===== config.mk =====
export PLATFORM = sky130hd
export DESIGN_NAME = tlb_walker
export DESIGN_NICKNAME = d
export VERILOG_FILES = /design/src/rtl/tlb_walker.sv
export SDC_FILE = /design/constraint.sdc
export NUM_CORES = 1
export LEC_CHECK = 0
export CAP_MARGIN = 20
export CORE_AREA = 2 2 163 165
export CTS_CLUSTER_SIZE = 20
export DETAILED_ROUTE_END_ITERATION = 10
export DIE_AREA = 0 0 165 167
export PLACE_DENSITY = 0.8
export SYNTH_ARGS = -nofsm -noshare
export SYNTH_HDL_FRONTEND = slang
export SYNTH_SLANG_ARGS = --single-unit

===== constraint.sdc =====
create_clock -name clk -period 5.8 [get_ports clk]
set_clock_uncertainty 0.1 [all_clocks]
set_input_delay 0.58 -clock clk [delete_from_list [all_inputs] [get_ports clk]]
set_output_delay 0.58 -clock clk [all_outputs]
set_load 0.01 [all_outputs]

===== src/rtl/tlb_walker.sv =====
// Four-level, 4 KiB-page table walker sitting behind the TLB. It runs one walk
// at a time over a single-outstanding PTE read port and ends each walk with a
// one-cycle refill or fault strobe.
module tlb_walker #(
   parameter int unsigned VA_W   = 64,
   parameter int unsigned PA_W   = 64,
   parameter int unsigned PCID_W = 12
) (
   input  logic              clk,
   input  logic              shutdown,
   input  logic              miss,
   input  logic [VA_W-1:0]   va,
   input  logic [PCID_W-1:0] pcid,
   input  logic [PA_W-1:0]   cr3,
   output logic              busy,
   output logic              mem_req,
   output logic [PA_W-1:0]   mem_addr,
   input  logic              mem_ready,
   input  logic              mem_rvalid,
   input  logic [63:0]       mem_rdata,
   output logic              insert,
   output logic [VA_W-1:0]   ins_va,
   output logic [PA_W-1:0]   ins_pa,
   output logic [PCID_W-1:0] ins_pcid,
   output logic              fault
);

   typedef enum logic [2:0] {IDLE, REQ, WAIT, DONE, FAULT} state_e;

   state_e            state_q;
   logic [1:0]        level_q;
   logic [VA_W-1:0]   va_q;
   logic [PCID_W-1:0] pcid_q;
   logic [PA_W-1:0]   mem_addr_q;
   logic [PA_W-1:0]   ins_pa_q;
   logic              busy_q;
   logic              mem_req_q;
   logic              insert_q;
   logic              fault_q;
   logic              canonical;
   logic              unused_ok;

   assign canonical = (va[63:47] == '0) || (va[63:47] == '1);

   // The table base is 4 KiB aligned and the scaled index is below 4 KiB,
   // so the add reduces to a concatenation.
   function automatic logic [PA_W-1:0] pte_addr(input logic [39:0] base,
                                                input logic [35:0] vpn,
                                                input logic [1:0]  lvl);
      logic [8:0] idx;
      case (lvl)
         2'd3:    idx = vpn[35:27];
         2'd2:    idx = vpn[26:18];
         2'd1:    idx = vpn[17:9];
         default: idx = vpn[8:0];
      endcase
      return PA_W'({base, idx, 3'b000});
   endfunction

   always_ff @(posedge clk or posedge shutdown) begin
      if (shutdown) begin
         state_q    <= IDLE;
         level_q    <= '0;
         va_q       <= '0;
         pcid_q     <= '0;
         mem_addr_q <= '0;
         ins_pa_q   <= '0;
         busy_q     <= 1'b0;
         mem_req_q  <= 1'b0;
         insert_q   <= 1'b0;
         fault_q    <= 1'b0;
      end else begin
         insert_q <= 1'b0;
         fault_q  <= 1'b0;
         case (state_q)
            IDLE: begin
               if (miss) begin
                  va_q    <= va;
                  pcid_q  <= pcid;
                  level_q <= 2'd3;
                  busy_q  <= 1'b1;
                  if (!canonical) begin
                     fault_q <= 1'b1;
                     state_q <= FAULT;
                  end else begin
                     mem_addr_q <= pte_addr(cr3[51:12], va[47:12], 2'd3);
                     mem_req_q  <= 1'b1;
                     state_q    <= REQ;
                  end
               end
            end
            REQ: begin
               if (mem_ready) begin
                  mem_req_q <= 1'b0;
                  state_q   <= WAIT;
               end
            end
            WAIT: begin
               if (mem_rvalid) begin
                  if (!mem_rdata[0]) begin
                     fault_q <= 1'b1;
                     state_q <= FAULT;
                  end else if (level_q != 2'd0) begin
                     level_q    <= level_q - 2'd1;
                     mem_addr_q <= pte_addr(mem_rdata[51:12], va_q[47:12], level_q - 2'd1);
                     mem_req_q  <= 1'b1;
                     state_q    <= REQ;
                  end else begin
                     ins_pa_q <= PA_W'({mem_rdata[51:12], va_q[11:0]});
                     insert_q <= 1'b1;
                     state_q  <= DONE;
                  end
               end
            end
            DONE, FAULT: begin
               busy_q  <= 1'b0;
               state_q <= IDLE;
            end
            default: begin
               busy_q    <= 1'b0;
               mem_req_q <= 1'b0;
               state_q   <= IDLE;
            end
         endcase
      end
   end

   assign busy     = busy_q;
   assign mem_req  = mem_req_q;
   assign mem_addr = mem_addr_q;
   assign insert   = insert_q;
   assign fault    = fault_q;
   assign ins_va   = {va_q[VA_W-1:12], 12'h000};
   assign ins_pa   = ins_pa_q;
   assign ins_pcid = pcid_q;

   // PTE attribute bits and the untranslated parts of cr3 play no role.
   assign unused_ok = ^{cr3[PA_W-1:52], cr3[11:0], mem_rdata[63:52], mem_rdata[11:1]};

endmodule


After elaboration in Yosys (flattened, before gate mapping) --
Index checks and enable logic that the tools add are counted.
Storage, ports and cells: input port bits 209, output and inout bits 208, register bits after elaboration 201
Cells by class: bitwise logic cells 3, reduce and logical (&&, ||, !) cells 14, eq/ne operators 14, multiplexer cells 37, add/sub/neg operators 1
Operators by type and width (count):
- $mux W64 | 5
- $pmux W64 S2 | 1
- $pmux W9 S3 | 1
- $eq A17 B17 Y1 const B | 1
- $logic_not A17 Y1 | 1
- $mux W1 | 15
- $mux W3 | 5
- $ne A2 B2 Y1 const B | 6
- $mux W2 | 5
- $pmux W3 S3 | 1
- $reduce_and A7 Y1 | 1
- $eq A3 B2 Y1 const B | 2
- $reduce_and A6 Y1 | 1
- $reduce_and A5 Y1 | 1
- $eq A2 B2 Y1 const B | 2
- $pmux W1 S2 | 2
- $pmux W1 S4 | 1
- $pmux W2 S2 | 1
- $reduce_and A2 Y1 | 2
- $reduce_and A4 Y1 | 1
- $reduce_bool A2 Y1 | 2
- $reduce_or A2 Y1 | 2
- $eq A3 B1 Y1 const B | 1
- $eq A3 B3 Y1 const B | 1
- 6 further kinds | 8

Longest topological paths before layout --
depth after elaboration 7, mapped depth 9, gate-level depth less buffers 7

Worst setup path after synthesis --
No wires, ideal clock.
path type reg2reg, from register level_q[0], to register ins_pa_q[12] (netlist: ins_pa[12]), period minus slack after synthesis 2.046 ns, arrival time 1.821 ns, setup slack 3.754 ns, cell stages (with the launch flop) 8, library setup time 0.125 ns, cell sequence dfrtp_1 inv_1 ha_1 clkbuf_1 nand2_1 nor2_2 buf_2 mux2_2
On the way: word-level cells in the longest chain between the ends 3
RTL lines:
- start, declared | line 31 | logic [1:0] level_q;
- start signal, assigned | line 104 | level_q <= level_q - 2'd1;
- $reduce_bool A2 Y1 | line 103 | end else if (level_q != 2'd0) begin
- $not A1 Y1 (no source line)
- $reduce_and A4 Y1 (no source line)
- end signal, assigned | line 109 | ins_pa_q <= PA_W'({mem_rdata[51:12], va_q[11:0]});
- end, declared | line 35 | logic [PA_W-1:0] ins_pa_q;
No other way between the ends. A chain may end at the register's enable or synchronous reset.

Worst setup path after layout --
from input va[57], to register mem_addr_q[42] (netlist: mem_addr[42])
On the way: word-level cells in the longest chain between the ends 4, elaborated cells between the ends (all ways) 5, those cells by class eq/ne: 2; reduce/logical: 3
RTL lines:
- start, declared | line 12 | input logic [VA_W-1:0] va,
- $eq A17 B17 Y1 or $logic_not A17 Y1 (tied branches) | line 43 | assign canonical = (va[63:47] == '0) || (va[63:47] == '1);
- $logic_or A1 B1 Y1 (*) | line 43
- $ne A2 B2 Y1 (no source line) (*)
- $reduce_and A6 Y1 (no source line) (*)
- end signal, assigned | line 86 | mem_addr_q <= pte_addr(cr3[51:12], va[47:12], 2'd3);
- end signal, assigned | line 105 | mem_addr_q <= pte_addr(mem_rdata[51:12], va_q[47:12], level_q - 2'd1);
- end, declared | line 34 | logic [PA_W-1:0] mem_addr_q;
Mark *: on every way between the ends. The rest lies on a longest branch, timed or not.

==> results_dict.tcl <==
set metrics [dict create \
    cts_resized 0 \
    ys_ff_latch 186 \
    antenna_cells 0 \
    port_buffers 330 \
    die_area_sq_um 27560 \
    synthCells 745 \
    slew-limit-headroom_pct 33.91 \
    grt_start_max_net_pins 93 \
    antenna_found_initial 0 \
    wl_per_cell_um 19.12 \
    synthMuxAreaShare_pct 21.15 \
    r2r-start "level_q[0]" \
    min_period_over_period_pct 54.99 \
    finalHoldViolCount 0 \
    synth_edf_count 0 \
    crit_type "in2reg" \
    num_rows 59 \
    ys_seq_area_share_pct 50.95 \
    worst_setup_path_end_kind "flip-flop" \
    grt_pass1_wl_um 39810 \
    via_per_inst 5.078 \
    nets 1205 \
    dpl.hpwl_um 17760 \
    worst_slew_pin_slew_ns 0.9905 \
    grt_pass1_vias 6996 \
    ys_dominant_reg_cell "dfrtp_1" \
    dpl_cell_area_sq_um 12180 \
    die_y_um 167 \
    max_freq_mhz 313.5 \
    multiInputGateArea_sq_um 3717 \
    worstRegToRegCells 8 \
    areaGrowthSynthToFinish_pct 40.46 \
    internal_power_mw 2.291 \
    clkSinkCount 186 \
    die_x_um 165 \
    cts_setup_buffers 0 \
    io_pins 417 \
    syn-cell-area_sq_um 9135 \
    initial_core_util_pct 35.46 \
    synth_compound_area_share_pct 10.68 \
    rsz0062_at_grt "no" \
    place_congestion 0.7656 \
    avgSynthCellArea_sq_um 12.26 \
    synthArstFlopShare_pct 100.0 \
    power_frac_clock_pct 38.7 \
    yosys.area_share.simple_pct 6.218 \
    regArea_sq_um 4656 \
    vias 6805 \
    cts_hold_buf 0 \
    synth_cell_types 41 \
    required_ns 5.95 \
    power_density_nw_per_um2 247.1 \
    synth_top_family_by_area "multiplexers" \
    core_area_sq_um 25760 \
    r2r_setup_slack_ns 2.76 \
    arrival_ns 3.34 \
    whs_path_depth 1 \
    drtIter0Drc 386 \
    fin_area_sq_um 12830 \
    synth_warnings 0 \
    hp-class "reg2reg" \
    cap_violations 0 \
    p_sw_share_pct 27.74 \
    clk_pin_slew_ns 0.09 \
    nFillCells 2289 \
    post-route-drc-count 0 \
    clock_latency_ns 0.43 \
    cts_buffers 17 \
    track_usage_pct 18.66 \
    wl_um 25620 \
    synthXorXnorAreaFrac_pct 0 \
    setup_tns_ns 0 \
    cp-start-kind "input pin" \
    p_switching_uw 879.6 \
    seq_power_share_pct 45.3 \
    cp-endpoint "mem_addr[42]" \
    slew_violations 0 \
    overflow 0 \
    drive_gt1_share_pct 22.59 \
    max-vdd-ir-drop_mv 0.1873 \
    cts_max_path_buffers 2 \
    cts-root-buf "clkbuf_16" \
    status "completed" \
    r2r-end "mem_addr[5]" \
    drtAntennaViolNets 0 \
    fin_crit_ns 3.190 \
    critPathMaxFanout 51 \
    h-tree-depth 4 \
    p_leak_nw 5.799 \
    cts_tree "built" \
    cp-startpoint "va[57]" \
    combPwrFrac_pct 16.0 \
    firstDrtPassIters 5 \
    setup-violations-final 0 \
    synthAdderAreaFrac_pct 0.5479 \
]
[critical path: stages]
cell and delay [ns]:
clkdlybuf4s50_1 0.48, nor4_1 0.36, nand4_1 0.22, nor4_4 0.17, buf_4 0.58, or3_2 0.51, buf_12 0.29, a31oi_1 0.12
[routing by layer]
| metal | share of wire, % | routed length, um | vias to the layer above | track usage [%] |
|---|---|---|---|---|
| met3 | 7.4 | 1904 | 17 | 5.853 |
| met2 | 51 | 13160 | 267 | 32.97 |
| met5 | 0 | 0 | - | 0 |
| met4 | 1.1 | 294 | 0 | 4.537 |
| li1 | - | - | 3122 | - |
| met1 | 40 | 10250 | 3399 | 21.86 |
[cell usage in the layout, fill, tap and decap left out, drive strengths merged, types with 4 or more instances in the layout]
cell type / synthesis / layout
a31oi: 50 / 50
o41ai: 49 / 49
a222oi: 9 / 9
nand2b: 4 / 4
nand3: 4 / 4
nand2: 12 / 12
mux2i: 49 / 49
inv: 3 / 13
ha: 4 / 4
o21ai: 10 / 10
conb: 1 / 39
clkinv: 0 / 5
buf: 120 / 10
nor2: 7 / 7
dfrtp: 186 / 186
nor4: 5 / 5
clkbuf: 30 / 17
or2: 49 / 49
clkdlybuf4s50: 0 / 330
mux2: 128 / 128
[logic make-up after synthesis]
family          Yosys count
simple gates             94
flops                   186
compound gates          130
buf+inv                 153
other cells               1
mux                     177
fa+ha+maj                 4
[registers in the layout, indices dropped and copies added (netlist names), 2 cells and up]
signal,flops
va_q,64
state_q,3
mem_addr,49
level_q,2
ins_pa,52
ins_pcid,12
[Yosys cell counts (all sizes together), types with 2 or more instances]
cell type	instances	area share, %
nand2	12	0.49
a31oi	50	3.4
nand2b	4	0.27
or2	49	3.4
mux2	128	16
dfrtp	186	51
mux2i	49	5.4
o2bb2ai	2	0.19
nor4	5	0.48
nor3b	2	0.16
o21ai	10	0.55
a211oi	2	0.16
a21oi	3	0.16
nor2b	2	0.14
inv	3	0.12
nor2	7	0.32
ha	4	0.55
a222oi	9	0.99
buf	120	9.0
nand3	4	0.22
o41ai	49	4.7
nand4	3	0.21
clkbuf	30	1.2
[worst min path at each step]
stage                           from    endpoint  slack, ns
after floorplan              va_q[0]     va_q[0]       0.37
after global routing      ins_pa[33]  ins_pa[33]       0.42
after global placement       va_q[7]   ins_pa[7]       0.38
after detailed placement     va_q[1]     va_q[1]       0.39
after CTS                    va_q[9]   ins_pa[9]       0.41
final                        va_q[9]   ins_pa[9]       0.40
[stage by stage]
step	setup WS, ns	std cells	hold slack, ns	power [mW]	util, %
after floorplan	0.06292	783	0.3750	1.753	-
after global placement	1.934	1307	0.3812	1.960	47.28
after detailed placement	1.820	1307	0.3903	1.972	47.28
after CTS	2.249	1339	0.4092	3.214	49.73
after global routing	2.401	1340	0.4207	3.324	49.80
final	2.610	1340	0.4027	3.170	49.80
[area by class of cell]
type                            count  area share [%]
Sequential cell                   186           36.28
Multi-Input combinational cell    444           28.97
Inverter                            3          0.1463
Clock buffer                       17           3.315
Tap cell                          335           3.267
Clock inverter                     15           1.589
Timing Repair Buffer              340           26.43
[power groups by stage]
stage | logic, mW | registers, mW | clock network [mW]
after floorplan | 0.308 | 1.45 | 0
after global placement | 0.504 | 1.46 | 0
after detailed placement | 0.511 | 1.46 | 0
after CTS | 0.515 | 1.44 | 1.26
after global routing | 0.548 | 1.45 | 1.33
final | 0.508 | 1.43 | 1.23
Power figures use the tool's default switching activity.
